**config.mk**
```make
export PLATFORM = sky130hd
export DESIGN_NAME = uart_tx_cfg
export DESIGN_NICKNAME = d
export VERILOG_FILES = /design/src/rtl/uart_pkg.sv /design/src/rtl/uart_baud_gen.sv /design/src/rtl/uart_tx_cfg.sv
export SDC_FILE = /design/constraint.sdc
export NUM_CORES = 1
export LEC_CHECK = 0
export CAP_MARGIN = 20
export CORE_UTILIZATION = 50
export DETAILED_ROUTE_END_ITERATION = 7
export PLACE_DENSITY = 0.84
export SKIP_LAST_GASP = 1
export SYNTH_ARGS = -nofsm -noshare
export SYNTH_HDL_FRONTEND = slang
export SYNTH_SLANG_ARGS = --single-unit
```
**constraint.sdc**
```tcl
create_clock -name Clk -period 1.8 [get_ports Clk]
set_input_delay 0.36 -clock Clk [delete_from_list [all_inputs] [get_ports Clk]]
set_output_delay 0.36 -clock Clk [all_outputs]
set_load 0.01 [all_outputs]
```
**src/rtl/uart_pkg.sv**
```systemverilog
// uart_pkg: shared encodings for the configurable UART transmitter and receiver
package uart_pkg;
  typedef enum logic [1:0] {PAR_NONE = 2'b00, PAR_EVEN = 2'b01, PAR_ODD = 2'b10, PAR_RSVD = 2'b11} parity_e;
  typedef enum logic [2:0] {IDLE, START, DATA, PARITY, STOP} uart_state_e;
  localparam logic START_BIT = 1'b0;
  localparam logic STOP_BIT = 1'b1;
  localparam logic IDLE_LEVEL = 1'b1;
endpackage

```
**src/rtl/uart_baud_gen.sv**
```systemverilog
// uart_baud_gen: bit-period counter, ticks once every div+1 enabled cycles
module uart_baud_gen #(
  parameter int DIV_W = 16
) (
  input  logic             Clk,
  input  logic             Rst_n,
  input  logic             clear,
  input  logic             enable,
  input  logic [DIV_W-1:0] div,
  output logic             bit_tick
);
  logic [DIV_W-1:0] cnt;
  assign bit_tick = enable && !clear && cnt == div;
  always_ff @(posedge Clk or negedge Rst_n)
    if (!Rst_n) cnt <= '0;
    else cnt <= (clear || bit_tick) ? '0 : enable ? cnt + 1'b1 : cnt;
endmodule

```
**src/rtl/uart_tx_cfg.sv**
```systemverilog
// uart_tx_cfg: runtime-configurable UART transmitter (divisor, length, parity, stop bits)
module uart_tx_cfg
  import uart_pkg::*;
#(
  parameter int MAX_DATA_W = 8,
  parameter int DIV_W      = 16,
  parameter int LEN_W      = 4
) (
  input  logic                  Clk,
  input  logic                  Rst_n,
  input  logic [MAX_DATA_W-1:0] tx_data,
  input  logic                  tx_valid,
  output logic                  tx_ready,
  input  logic [DIV_W-1:0]      baud_div,
  input  logic [LEN_W-1:0]      data_len,
  input  logic [1:0]            parity_mode,
  input  logic                  stop_bits,
  output logic                  uart_tx,
  output logic                  tx_done,
  output logic                  busy
);
  uart_state_e           state;
  logic [MAX_DATA_W-1:0] sh;
  logic [LEN_W-1:0]      len_q, len_c, bit_cnt;
  logic [DIV_W-1:0]      div_q, div_c;
  logic                  par_en, par_bit, par_c, two_stop, accept, bit_tick;
  assign tx_ready = state == IDLE;
  assign busy     = !tx_ready;
  assign accept   = tx_valid && tx_ready;
  assign div_c    = baud_div == '0 ? DIV_W'(1) : baud_div;
  assign len_c    = (data_len == '0 || data_len > LEN_W'(MAX_DATA_W)) ? LEN_W'(MAX_DATA_W) : data_len;
  // parity covers only the bits that will actually be sent
  assign par_c    = ^(tx_data & ~({MAX_DATA_W{1'b1}} << len_c)) ^ (parity_mode == PAR_ODD);
  uart_baud_gen #(.DIV_W(DIV_W)) u_baud (
    .Clk(Clk),
    .Rst_n(Rst_n),
    .clear(accept),
    .enable(busy),
    .div(div_q),
    .bit_tick(bit_tick)
  );
  always_ff @(posedge Clk or negedge Rst_n)
    if (!Rst_n) begin
      state    <= IDLE;
      uart_tx  <= IDLE_LEVEL;
      tx_done  <= 1'b0;
      sh       <= '0;
      len_q    <= '0;
      div_q    <= DIV_W'(1);
      bit_cnt  <= '0;
      par_en   <= 1'b0;
      par_bit  <= 1'b0;
      two_stop <= 1'b0;
    end else begin
      tx_done <= 1'b0;
      case (state)
        IDLE: if (tx_valid) begin
          state    <= START;
          uart_tx  <= START_BIT;
          sh       <= tx_data;
          len_q    <= len_c;
          div_q    <= div_c;
          par_en   <= parity_mode == PAR_EVEN || parity_mode == PAR_ODD;
          par_bit  <= par_c;
          two_stop <= stop_bits;
        end
        START: if (bit_tick) begin
          state   <= DATA;
          uart_tx <= sh[0];
          sh      <= sh >> 1;
          bit_cnt <= '0;
        end
        DATA: if (bit_tick) begin
          if (bit_cnt == len_q - 1'b1) begin
            state   <= par_en ? PARITY : STOP;
            uart_tx <= par_en ? par_bit : STOP_BIT;
            bit_cnt <= '0;
          end else begin
            uart_tx <= sh[0];
            sh      <= sh >> 1;
            bit_cnt <= bit_cnt + 1'b1;
          end
        end
        PARITY: if (bit_tick) begin
          state   <= STOP;
          uart_tx <= STOP_BIT;
        end
        STOP: if (bit_tick) begin
          if (two_stop && bit_cnt == '0) bit_cnt <= LEN_W'(1);
          else begin
            state   <= IDLE;
            tx_done <= 1'b1;
          end
        end
        default: state <= IDLE;
      endcase
    end
endmodule
```
* Word-level counts from Yosys, hierarchy flattened
Cells that the tools add are included.
** Storage, ports and cells
- Word-level logic and storage cells :: 93
- Flip-flop bits (word level) :: 56
** Cells by class
- Multiplexer cells :: 34
- Reduce and logical (&&, ||, !) cells :: 22
- Order comparisons :: 1
- $add $sub $neg :: 3
- Bitwise logic cells :: 3
- Equal/unequal tests :: 18
- Shifts and indexed selects :: 1
** Operator list (count)
- $mux 16 :: 3
- $mux 8 :: 4
- $mux 3 :: 8
- $mux 4 :: 6
- $pmux 8 s3 :: 1
- $add 16x1->16 const B :: 1
- $eq 16x16->1 :: 1
- $logic_not 16->1 :: 1
- $pmux 3 s5 :: 1
- $reduce_and 5->1 :: 3
- $pmux 4 s3 :: 1
- $ne 2x1->1 const B :: 5
- $ne 2x2->1 const B :: 5
- $mux 1 :: 9
- $and 8x8->8 :: 1
- $logic_not 4->1 :: 2
- $not 8->8 :: 1
- $reduce_xor 8->1 :: 1
- $shl 8x4->8 const A :: 1
- $reduce_and 7->1 :: 1
- $eq 3x2->1 const B :: 2
- $reduce_bool 3->1 :: 2
- $add 4x1->4 const B :: 1
- $eq 4x4->1 :: 1
- 14 further kinds :: 20

* Depth between registers and ports, before layout
- Depth in word-level cells :: 8
- Depth in mapped cells :: 8
- Gate-level depth less buffers :: 7

* Modules after synthesis
A second synthesis with hierarchy kept.
** Second synthesis, totals
- Cell total of the unflattened synthesis :: 315
- Area, all modules :: 3245.6 um^2
** By module, submodules not included
- uart_tx_cfg :: cells an instance 210, seq. area each 1003.5 um^2, instances 1, area each 2177.1 um^2
- uart_baud_gen :: cells an instance 105, seq. area each 400.4 um^2, instances 1, area each 1068.5 um^2

* Least setup slack after synthesis
Ideal clock, no wire load.
- Kind :: register to register
- Start point :: reg len_q[0]
- End point :: reg sh[0]
- Setup time :: 0.125 ns
- Setup slack :: -0.148 ns
- Period minus slack after synthesis :: 1.948 ns
- Cell stages (with the launch flop) :: 9
- Data required time :: 1.675 ns
- Arrival :: 1.823 ns
- Path buffers :: 1
- Cell sequence :: dfrtp_1 > inv_1 > ha_1 > xnor2_1 > nor4_4 > o21ai_2 > o311a_1 > buf_6 > mux2_4
** On the way
- Cells in the longest elaborated chain, start to end :: 4
** RTL lines
- start, declared :: line uart_tx_cfg.sv:24 : logic [LEN_W-1:0] len_q, len_c, bit_cnt;
- start signal, assigned :: line uart_tx_cfg.sv:61 : len_q <= len_c;
- $sub 4x1->4 :: line uart_tx_cfg.sv:74 : if (bit_cnt == len_q - 1'b1) begin
- $eq 4x4->1 :: line uart_tx_cfg.sv:74
- $ne 2x2->1 (no source line)
- $reduce_and 5->1 (no source line)
- end signal, assigned :: line uart_tx_cfg.sv:60 : sh <= tx_data;
- end signal, assigned :: line uart_tx_cfg.sv:70 : sh <= sh >> 1;
- end signal, assigned :: line uart_tx_cfg.sv:80 : sh <= sh >> 1;
- end, declared :: line uart_tx_cfg.sv:23 : logic [MAX_DATA_W-1:0] sh;
Every way passes these cells.
A chain may end at the register's enable or synchronous reset.

* Worst setup path in the final report
- Start point :: reg u_baud.cnt[2]
- End point :: reg sh[2]
** On the way
- Cells in the longest elaborated chain, start to end :: 4
** RTL lines
- start, declared :: line uart_baud_gen.sv:12 : logic [DIV_W-1:0] cnt;
- start signal, assigned :: line uart_baud_gen.sv:16 : else cnt <= (clear || bit_tick) ? '0 : enable ? cnt + 1'b1 : cnt;
- $eq 16x16->1 * :: line uart_baud_gen.sv:13 : assign bit_tick = enable && !clear && cnt == div;
- $logic_and 1x1->1 * :: line uart_baud_gen.sv:13
- $ne 2x1->1 (no source line)
- $reduce_and 5->1 (no source line) *
Mark *: on every way between the ends. The rest lies on a longest branch, timed or not.

==> impl_metrics.toml <==
[layout]
mostFrequentLayoutCell = "buf_4"
layout_common_cells = "buf_4, dfrtp_1, nor2_1, clkdlybuf4s50_1, xnor2_1"
fill_cells = 395
nets = 445
diodes = 0
finalInstanceArea_um2 = 4390
drive_gt1_frac = 0.349
final_util = 0.729
area_growth_pct = 38.1

[critical_path]
critical_path.startpoint_type = "flop"
crit_slowest_cell = "dfrtp_1"
critical_path_required_ns = 2.03
path_buf_inv = 1
critical_path.endpoint_type = "flop"
cp_max_fo = 8
cpPeakStageDelay_ns = 0.42
cp.depth = 6
cp_cell_sequence = "xnor2_1 -> nand4_1 -> nor4_2 -> buf_4 -> o311a_4 -> mux2_4"
r2r_slack_ns = -0.26
reg2reg_from = "u_baud.cnt[2]$_DFFE_PN0P_"
reg2reg_to = "sh[2]$_DFFE_PN0P_"
r2r.worst_path.cells = 6
startpoint = "u_baud.cnt[2]$_DFFE_PN0P_"
arrival_ns = 2.29
crit_family = "simple AND/OR/NAND/NOR gates"
path_class = "flop to flop"
crit_end = "sh[2]$_DFFE_PN0P_"

[timing]
fin_crit_sh = 1.14
worst_pin_slew_ns = 0.565
finClkSkew_ns = 0.00934
tns_ns = -6.24
layout_min_cycle_time_ns = 2.06
max_freq_ghz = 0.485
hold_viol = 0
rsz0062_at_grt = "true"
slew_headroom = 0.623
finalMaxSlewViolations = 0
fin_ws_ns = -0.260
finalSetupViolCount = 33

[yosys]
synth_area_um2 = 3180
synth_cells = 310
yosys_warnings = 0
synth_edf_count = 0
yosysSeqAreaShare = 0.442
avgSynthCellArea_um2 = 10.3
synth-async-reset-ratio = 1.00
ys_ff_latch = 56
synth_nets = 349
synth.area.top_cells = "dfrtp_1, xnor2_1, mux2_2"
synth.distinct_cells = 46
yosysTopAreaCell = "dfrtp_1"
synth.top_cell.area_share = 0.425
synth_ff_type = "dfrtp_1"

[pwr]
max-vdd-ir-drop_v = 0.000872
totalPowerFinal_mw = 5.73
leakagePower_nw = 1.93
power_density_nw_per_um2 = 1300

[clocking]
max-clock-path-buffers = 2
path_clk_slew_ns = 0.11
cts_max_level = 2
numCtsBuffers = 5
clock_sinks = 56
cts_root_buf = "clkbuf_8"
cts_tree = "yes"
clk_latency_ns = 0.33

[detailed_routing]
drtIter0Drc = 187
wl_per_cell_um = 17.5
drt_wl_total_um = 8450
firstDrtPassIters = 4
avgViaCountPerCell = 5.71
drtAntennaViolNets = 0
vias = 2751
drc = 0

[grt]
grt_pass1_wl_um = 13300
grt_max_degree = 27
track_usage = 0.269
grt_overflow = 0
grt_pass1_vias = 2756
antenna_found_initial = 0

[die]
rows = 28
die_y_um = 81.7
num_io_pins = 38
fp.dieW_um = 81.7
core-area_um2 = 6030
start_util = 0.528
dieArea_um2 = 6680

[place]
hpwl_um = 5360
gp_congestion = 0.808
port_buffers = 37
place_area_um2 = 4020

[hold_path]
hold_class = "input port to async pin"

[run]
drv_cap = 0

[status]
violations = "setup timing"
status = "finished, violations left"
[logic make-up (layout without fill, tap and decap cells)]
| family | count (synthesis) | after routing | synth area share |
|---|---|---|---|
| adders and majority gates | 5 | 5 | 0.0197 |
| AOI/OAI and AO/OA | 44 | 44 | 0.0921 |
| DFF | 56 | 56 | 0.442 |
| xor gates and xnor gates | 44 | 44 | 0.126 |
| muxes | 33 | 33 | 0.124 |
| buffers and inverters | 27 | 124 | 0.0366 |
| and+or+nand+nor | 101 | 101 | 0.160 |
[synthesized netlist by cell type (all sizes together) (2+ instances only)]
cell type,n
nor2,30
o31ai,2
o21ai,16
nand2b,4
a41o,2
o211ai,2
clkbuf,8
nand2,24
dfstp,2
a41oi,2
inv,12
buf,7
and3,3
xor2,9
nor3,6
mux2i,2
xnor2,34
ha,5
dfrtp,54
nand4,7
nand3,12
and4,2
nor4,6
mux2,31
a21oi,7
nor2b,2
nand3b,2
o22ai,4
[power breakdown]
group / switching [mW] / internal (mW) / total (mW) / leakage [nW]
clock network: 0.475 / 0.287 / 0.763 / 0.0463
logic: 1.22 / 1.66 / 2.87 / 1.18
registers: 0.381 / 1.71 / 2.09 / 0.702
[stage by stage]
stage / std cells / setup WS, ns / hold WS (ns)
4_1_cts: 478 / -0.153 / 0.0152
2_1_floorplan: 310 / -0.0275 / 0.0644
3_3_place_gp: 458 / -0.315 / 0.361
6_report: 482 / -0.260 / 0.00808
3_5_place_dp: 458 / -0.336 / 0.369
5_1_grt: 482 / -0.387 / 0.0353
[final cells by class]
class	count	area, um^2	share of cell area
Timing Repair Buffer	104	926	0.211
Clock buffer	5	68.8	0.0157
Tap cell	75	93.8	0.0214
Clock inverter	3	27.5	0.00627
Inverter	12	45.0	0.0103
Multi-Input combinational cell	227	1820	0.415
Sequential cell	56	1410	0.321
[how the worst min path moves through the flow]
stage | start | cells past startpoint | to
3_3_place_gp | Rst_n | 1 | div_q[6]$_DFFE_PN0P_
2_1_floorplan | Rst_n | 0 | bit_cnt[0]$_DFFE_PN0P_
5_1_grt | Rst_n | 1 | u_baud.cnt[5]$_DFFE_PN0P_
3_5_place_dp | Rst_n | 1 | div_q[6]$_DFFE_PN0P_
6_report | Rst_n | 1 | par_en$_DFFE_PN0P_
4_1_cts | Rst_n | 1 | div_q[6]$_DFFE_PN0P_
[flip-flops by register name, indices dropped and copies added (netlist names)]
| register | cells |
|---|---|
| state | 3 |
| par_bit | 1 |
| two_stop | 1 |
| sh | 8 |
| div_q | 16 |
| uart_tx | 1 |
| bit_cnt | 4 |
| u_baud.cnt | 16 |
| len_q | 4 |
| par_en | 1 |
| tx_done | 1 |
[per-layer routing]
| layer | wire length (um) | track usage | up-vias | part of all wire |
|---|---|---|---|---|
| li1 | - | - | 1267 | - |
| met1 | 3500 | 0.348 | 1361 | 0.41 |
| met5 | 0 | 0 | - | 0 |
| met4 | 313 | 0.0912 | 0 | 0.037 |
| met2 | 4270 | 0.455 | 92 | 0.51 |
| met3 | 365 | 0.0456 | 31 | 0.043 |
[repair_timing]
action | 4_1_cts | 5_1_grt
gates cloned | 1 | 0
resized for setup | 27 | 19
hold buffers | 0 | 0
setup buffers | 11 | 5
pin swaps | 18 | 12
endpoints found under the setup margin | 34 | 35
endpoints found under the hold margin | 0 | 0
(Power assumes the default switching activity.)
